$ cat src/rtl/universal_shift_engine.sv
// Multi-mode shift register with a command handshake: load, clear, shifts and
// rotates by a programmable amount, moving up to STEP bits per clock.
module universal_shift_engine #(
   parameter  int W    = 8,
   parameter  int STEP = 1,
   localparam int AMW  = $clog2(W + 1)
) (
   input  logic           clk,
   input  logic           rst,
   input  logic           cmd_valid,
   output logic           cmd_ready,
   input  logic [2:0]     cmd_op,
   input  logic [AMW-1:0] cmd_amt,
   input  logic [W-1:0]   din,
   input  logic           si_left,
   input  logic           si_right,
   output logic [W-1:0]   q,
   output logic           so_left,
   output logic           so_right,
   output logic           busy,
   output logic           done
);

   typedef enum logic [2:0] {
      OP_LOAD  = 3'd0,
      OP_CLEAR = 3'd1,
      OP_SHL   = 3'd2,
      OP_SHR   = 3'd3,
      OP_ROL   = 3'd4,
      OP_ROR   = 3'd5,
      OP_ASR   = 3'd6,
      OP_NOP   = 3'd7
   } op_t;

   typedef enum logic {IDLE, SHIFT} state_t;

   localparam logic [AMW-1:0] STEP_A = AMW'(STEP);
   localparam logic [AMW-1:0] W_A    = AMW'(W);

   state_t         state, state_nxt;
   op_t            op_in, op_r;
   logic [AMW-1:0] rem, amt_eff, k;
   logic           fill_l, fill_r;
   logic           accept, is_shift, last_step;
   logic [W-1:0]   q_sh;
   logic           sol_sh, sor_sh;

   assign op_in     = op_t'(cmd_op);
   assign cmd_ready = (state == IDLE);
   assign busy      = (state == SHIFT);
   assign accept    = cmd_valid && cmd_ready;
   assign amt_eff   = (cmd_amt > W_A) ? W_A : cmd_amt;
   assign is_shift  = (op_in inside {OP_SHL, OP_SHR, OP_ROL, OP_ROR, OP_ASR});
   assign k         = (rem < STEP_A) ? rem : STEP_A;
   assign last_step = (rem <= STEP_A);

   // NOTE: sequential state uses non-blocking assignments so every register
   // samples the pre-edge values; blocking here would create order-dependent races.
   always_ff @(posedge clk) begin
      if (rst) state <= IDLE;
      else     state <= state_nxt;
   end

   // NOTE: every variable written in an always_comb gets a default first, so no
   // path through the block can leave it unassigned and infer a latch.
   always_comb begin
      state_nxt = state;
      case (state)
         IDLE:    if (accept && is_shift && (amt_eff != '0)) state_nxt = SHIFT;
         SHIFT:   if (last_step) state_nxt = IDLE;
         default: state_nxt = IDLE;
      endcase
   end

   // A k-bit step is built from k single-bit steps, which also yields the
   // last bit to leave on each side.
   always_comb begin
      q_sh   = q;
      sol_sh = so_left;
      sor_sh = so_right;
      for (int i = 0; i < STEP; i++) begin
         if (AMW'(i) < k) begin
            case (op_r)
               OP_SHL: begin
                  sol_sh = q_sh[W-1];
                  q_sh   = {q_sh[W-2:0], fill_r};
               end
               OP_ROL: begin
                  sol_sh = q_sh[W-1];
                  q_sh   = {q_sh[W-2:0], q_sh[W-1]};
               end
               OP_SHR: begin
                  sor_sh = q_sh[0];
                  q_sh   = {fill_l, q_sh[W-1:1]};
               end
               OP_ASR: begin
                  sor_sh = q_sh[0];
                  q_sh   = {q_sh[W-1], q_sh[W-1:1]};
               end
               OP_ROR: begin
                  sor_sh = q_sh[0];
                  q_sh   = {q_sh[0], q_sh[W-1:1]};
               end
               default: ;
            endcase
         end
      end
   end

   always_ff @(posedge clk) begin
      if (rst) begin
         q        <= '0;
         so_left  <= 1'b0;
         so_right <= 1'b0;
         done     <= 1'b0;
         rem      <= '0;
         op_r     <= OP_NOP;
         fill_l   <= 1'b0;
         fill_r   <= 1'b0;
      end else begin
         done <= 1'b0;
         if (state == IDLE) begin
            if (accept) begin
               case (op_in)
                  OP_LOAD:  q <= din;
                  OP_CLEAR: q <= '0;
                  default:  ;
               endcase
               op_r   <= op_in;
               rem    <= is_shift ? amt_eff : '0;
               fill_l <= si_left;
               fill_r <= si_right;
               // Zero-length commands finish on the accept edge itself.
               if (!(is_shift && (amt_eff != '0))) done <= 1'b1;
            end
         end else begin
            q        <= q_sh;
            so_left  <= sol_sh;
            so_right <= sor_sh;
            rem      <= rem - k;
            if (last_step) done <= 1'b1;
         end
      end
   end

endmodule
$ cat config.mk
export PLATFORM = sky130hd
export DESIGN_NAME = universal_shift_engine
export DESIGN_NICKNAME = d
export VERILOG_FILES = /design/src/rtl/universal_shift_engine.sv
export SDC_FILE = /design/constraint.sdc
export NUM_CORES = 1
export LEC_CHECK = 0
export BUFFER_PORTS_ARGS = -buffer_cell sky130_fd_sc_hd__buf_2
export CORE_ASPECT_RATIO = 1.25
export CORE_MARGIN = 4
export CORE_UTILIZATION = 58
export CTS_BUF_LIST = sky130_fd_sc_hd__clkbuf_4 sky130_fd_sc_hd__clkbuf_8
export DETAILED_ROUTE_END_ITERATION = 8
export GPL_ROUTABILITY_DRIVEN = 0
export PLACE_DENSITY = 0.86
export SYNTH_ARGS = -nofsm -noshare
export SYNTH_HDL_FRONTEND = slang
export SYNTH_SLANG_ARGS = --single-unit
$ cat constraint.sdc
create_clock -name clk -period 3.05 [get_ports clk]
set_input_delay 0.4575 -clock clk [delete_from_list [all_inputs] [get_ports clk]]
set_output_delay 0.4575 -clock clk [all_outputs]
set_load 0.005 [all_outputs]
==> impl_metrics.json, run 1 <==
{
  "vias": 1223,
  "finalNonFillerCells": 189,
  "seqCellArea_um2": 420,
  "synth_edf_count": 0,
  "outcome": "complete, no violations",
  "cts_sinks": 21,
  "period_share_pct": 68.4,
  "power.total_mw": 0.634,
  "power_density_mw_per_mm2": 438,
  "min_path_type": "input pin to flop",
  "power_frac_comb_pct": 26.8,
  "power_switching_mw": 0.206,
  "synth-seq-area-share_pct": 33.0,
  "slew_violations": 0,
  "required_ps": 3280,
  "grt_max_degree": 21,
  "synthAdderAreaFrac_pct": 0.983,
  "cp-end-kind": "flop",
  "cts_made_buffers": 3,
  "drt_iter0_drc": 47,
  "pwr-share-clk_pct": 21.8,
  "clock.fmax_ghz": 0.479,
  "rsz0062_at_grt": "no",
  "path_max_fanout": 17,
  "nNetsFinal": 191,
  "worstMarginPinSlew_ps": 841,
  "cts_setup_buffers": 0,
  "clk_latency_ps": 310,
  "p_leak_nw": 0.612,
  "viasPerCell": 6.47,
  "synth.distinct_cells": 45,
  "row_count": 18,
  "top_usage_layer": "met2",
  "post_drt_wl_per_cell_um": 16.6,
  "gr-usage-met2_pct": 43.5,
  "syn_nets": 161,
  "yosys_warnings": 0,
  "drc_errors": 0,
  "post_cts_resize_count": 0,
  "async_flop_share_pct": 0,
  "synth-simple-area-share_pct": 16.8,
  "core_mm2": 0.00203,
  "area.growth.synth_to_final_pct": 13.9,
  "path_class": "flop to flop",
  "start_util_pct": 62.8,
  "layout_common_cells": "buf_2 (32), dfxtp_1 (21), nor2_1 (18)",
  "die_y_um": 60.4,
  "synth_compound_area_share_pct": 27.3,
  "hpwl_mm": 2.34,
  "period_minus_slack_ps": 2090,
  "cts_root_buf": "clkbuf_4",
  "ir_drop_uv": 384,
  "synth.area.mux_share_pct": 15.4,
  "r2r_start": "busy",
  "hold_violations": 0,
  "portBuffers": 32,
  "grt_pass1_vias": 1172,
  "setup_viol": 0,
  "p_int_mw": 0.428,
  "finClkSkew_ps": 3.43,
  "grt_pass1_wl_mm": 5.29,
  "overflow": 0,
  "synth-xor-area-share_pct": 2.06,
  "ios": 33,
  "cts_tree": "yes",
  "use_met3_pct": 3.44,
  "placed_cells": 185,
  "ys_ff_latch": 21,
  "drv_cap": 0,
  "critPathArrivalTime_ps": 2320,
  "syn_inst": 140,
  "syn_area_mm2": 0.00127,
  "first_pass_iters": 5,
  "layout_commonest_cell": "buf_2",
  "clk_pin_slew_ps": 120,
  "drtAntennaViolNets": 0,
  "fin_setup_tns_ps": 0,
  "slew_headroom_pct": 43.8,
  "drive_gt1_share_pct": 36.1,
  "cts_buffer_depth": 2,
  "synth_area_per_cell_um2": 9.09,
  "startpoint": "busy",
  "diodes": 0,
  "hold_start": "si_left",
  "swShare_pct": 32.5,
  "wl_mm": 3.13,
  "multiInputGateArea_um2": 797,
  "die_w_um": 49.9,
  "ctsHoldBuffers": 0,
  "grt_util_met1_pct": 25.0,
  "track_usage_pct": 22.7,
  "die_area_mm2": 0.00301,
  "pwr-share-seq_pct": 51.5,
  "setup.worst_path.start_class": "flop",
  "htreeDepth": 1,
  "ys.flop_type": "dfxtp_1",
  "synth_top_family_by_area": "compound AO/OA/AOI/OAI gates",
  "nFillCells": 161,
  "antenna_found_initial": 0
}
==> metal layers <==
layer  routed length, um  part of all wire, %  vias to the layer above
li1                    -                    -                      598
met1                1230                   39                      578
met2                1700                   54                       43
met3                 159                  5.1                        4
met4                  37                  1.2                        0
met5                   0                    0                        -
==> worst paths after layout <==
check	endpoint	slack (ps)	cells past startpoint
max	q[1]	960	4
min	fill_l	380	3
max reg2reg	q[1]	960	4
min reg2reg	so_right	500	2
==> power groups by stage <==
stage	registers, mW	clock network, mW	logic, mW
2_1_floorplan	0.320	0	0.130
3_3_place_gp	0.330	0	0.162
3_5_place_dp	0.332	0	0.169
4_1_cts	0.326	0.139	0.170
5_1_grt	0.330	0.153	0.188
6_report	0.326	0.138	0.170
==> state kept, by name, indices dropped and copies added (netlist names) <==
name / cells
busy: 1
done: 1
fill_l: 1
fill_r: 1
op_r: 3
q: 8
rem: 4
so_left: 1
so_right: 1
==> critical path, stage by stage (launching register included) <==
cell and delay [ps]:
dfxtp_1 510, or4b_4 580, a32oi_2 600, nor2_1 90, a211oi_1 230
==> through the flow <==
stage | utilization, % | setup slack (ps) | cell area, um2 | hold slack [ps]
2_1_floorplan | - | 1340 | 1270 | 461
3_3_place_gp | 70.1 | 963 | 1420 | 471
3_5_place_dp | 70.1 | 903 | 1420 | 475
4_1_cts | 71.5 | 951 | 1450 | 380
5_1_grt | 71.5 | 785 | 1450 | 385
6_report | 71.5 | 964 | 1450 | 381
==> synthesized netlist by cell type (2+ instances only) <==
master    instances  share of area, %
nand4_1           2              0.98
or2_2             3               1.5
inv_1             5               1.5
nor3_1            4               1.6
dfxtp_1          21                33
a21oi_1           9               3.5
mux2i_1           5               3.9
a211oi_2          3               3.0
nor2_1           18               5.3
buf_2             2              0.79
o41ai_1           2               1.4
o31ai_1           2               1.2
clkbuf_1          3              0.88
a222oi_1          6               4.7
a211oi_1          3               1.8
nand3b_1          2               1.2
xnor2_1           2               1.4
o221a_2           2               1.8
nand2_1           8               2.4
mux2_2           13                12
==> cells by family after synthesis <==
family,Yosys count
compound gates,41
xor+xnor,3
fa+ha+maj,1
buf+inv,12
flops,21
mux,18
simple gates,44
==> final cells by class <==
class	count	share of cell area, %
clock inverters	1	0.345
inverters	5	1.30
clock buffers	3	1.55
flip-flops and latches	21	29.0
repair buffers	32	11.1
multi-input cells	107	55.0
well taps	20	1.73
No activity file was read; power rests on OpenSTA's default activity.
==> inputs of run 2 (changes only) <==
- CORE_UTILIZATION: 58 -> 54
- PLACE_DENSITY: 0.86 -> 0.81
- clock period: 3.05 -> 2 ns (I/O delays scaled with it)
==> impl_metrics.json, run 2 (synthesis results as in run 1) <==
{
  "row_count": 19,
  "grt_pass1_wl_mm": 5.33,
  "clock.fmax_ghz": 0.550,
  "cts_sinks": 21,
  "utilization_pct": 66.6,
  "rsz0062_at_grt": "no",
  "wl_mm": 3.16,
  "slew_headroom_pct": 59.9,
  "layout_commonest_cell": "buf_2",
  "drive_gt1_share_pct": 37.2,
  "finClkSkew_ps": 1.56,
  "drtAntennaViolNets": 0,
  "p_leak_nw": 0.628,
  "cts_buffer_depth": 2,
  "ctsHoldBuffers": 0,
  "power.total_mw": 0.981,
  "slew_violations": 0,
  "area.growth.synth_to_final_pct": 16.9,
  "post_cts_resize_count": 0,
  "first_pass_iters": 6,
  "clk_pin_slew_ps": 110,
  "die_w_um": 51.4,
  "fin_setup_tns_ps": 0,
  "drt_iter0_drc": 43,
  "grt_pass1_vias": 1223,
  "drc_errors": 0,
  "overflow": 0,
  "diodes": 0,
  "clk_latency_ps": 300,
  "dp_slack_ps": 203,
  "hpwl_mm": 2.40,
  "portBuffers": 32,
  "setup.worst_path.start_class": "flop",
  "slowest_delay_ps": 560,
  "period_share_pct": 91.0,
  "reg2reg_to": "q[5]",
  "placed_cells": 199,
  "largest_register_ff_count": 8,
  "cts_tree": "yes",
  "hold_violations": 0,
  "reg2reg_setup_slack_ps": 180,
  "cts_made_buffers": 3,
  "power_density_mw_per_mm2": 659,
  "min_path_type": "input pin to flop",
  "startpoint": "op_r[2]",
  "reg2reg_depth": 4,
  "drv_cap": 0,
  "start_util_pct": 56.9,
  "worstMarginPinSlew_ps": 601,
  "crit_path_cell_trace": "nand2_1 -> mux2_2 -> a222oi_1 -> a211oi_2",
  "cp-end-kind": "flop",
  "required_ps": 2190,
  "vias": 1242,
  "path_class": "flop to flop",
  "setup_viol": 0,
  "track_usage_pct": 20.8,
  "post_drt_wl_per_cell_um": 15.6,
  "nFillCells": 208,
  "critPathArrivalTime_ps": 2000,
  "nNetsFinal": 194,
  "finalNonFillerCells": 203,
  "ios": 33,
  "fin_ws_ps": 180,
  "period_minus_slack_ps": 1820,
  "r2r_start": "op_r[2]",
  "die_area_mm2": 0.00320,
  "setup.worst_path.end": "q[5]",
  "grt_max_degree": 21,
  "path_max_fanout": 10,
  "die_y_um": 62.3,
  "layout_common_cells": "buf_2 (32), dfxtp_1 (21), nor2_1 (18)",
  "ir_drop_uv": 386,
  "whs_ps": 234,
  "htreeDepth": 1,
  "final_area_mm2": 0.00149,
  "critPathSlowestCell": "dfxtp_1",
  "place_area_mm2": 0.00146,
  "reg_top3": "q: 8 flops, rem: 4 flops, op_r: 3 flops",
  "outcome": "complete, no violations",
  "cts_root_buf": "clkbuf_4",
  "core_mm2": 0.00223,
  "regMostFlops": "q",
  "viasPerCell": 6.12,
  "cts_setup_buffers": 0,
  "antenna_found_initial": 0
}
## run 2: changes by cell type in the layout (fill, tap and decap cells not counted), sizes merged
cell and change:
clkinv -1, clkbuf +1, buf +3
## run 2: metal layers
| metal | track usage, % | vias to the layer above | wire length, um |
|---|---|---|---|
| met2 | 39.8 | 42 | 1770 |
| met3 | 3.11 | 4 | 161 |
| met5 | 0 | - | 0 |
| met4 | 4.26 | 0 | 27 |
| li1 | - | 612 | - |
| met1 | 23.1 | 584 | 1200 |
## run 2: layout make-up
type	count	area, um2	share of cell area [%]
Inverter	5	18.8	1.26
Multi-Input combinational cell	107	797	53.6
Tap cell	31	38.8	2.61
Clock buffer	4	30.0	2.02
Timing Repair Buffer	35	183	12.3
Sequential cell	21	420	28.3
## run 2: power by group
part	leakage (nW)	switching [mW]	total, mW	internal [mW]
registers	0.172	0.0444	0.493	0.448
clock network	0.0184	0.126	0.217	0.0913
logic	0.438	0.135	0.271	0.135
total	0.628	0.306	0.981	0.675
## run 2: worst min-delay path by stage
stage / start / end / slack, ps / cells after the start
after detailed placement: so_right / so_right / 480 / 2
final: si_left / fill_l / 230 / 3
after CTS: si_right / fill_r / 220 / 3
after global routing: din[0] / q[0] / 270 / 3
after floorplan: cmd_op[0] / op_r[0] / 430 / 2
after global placement: so_left / so_left / 470 / 2
## run 2: critical path: cells and delay by family, from the launching register on
family	cells	cell delay, ps
AO/OA/AOI/OAI	2	470
AND/OR/NAND/NOR	1	320
flip-flops	1	560
multiplexers	1	360
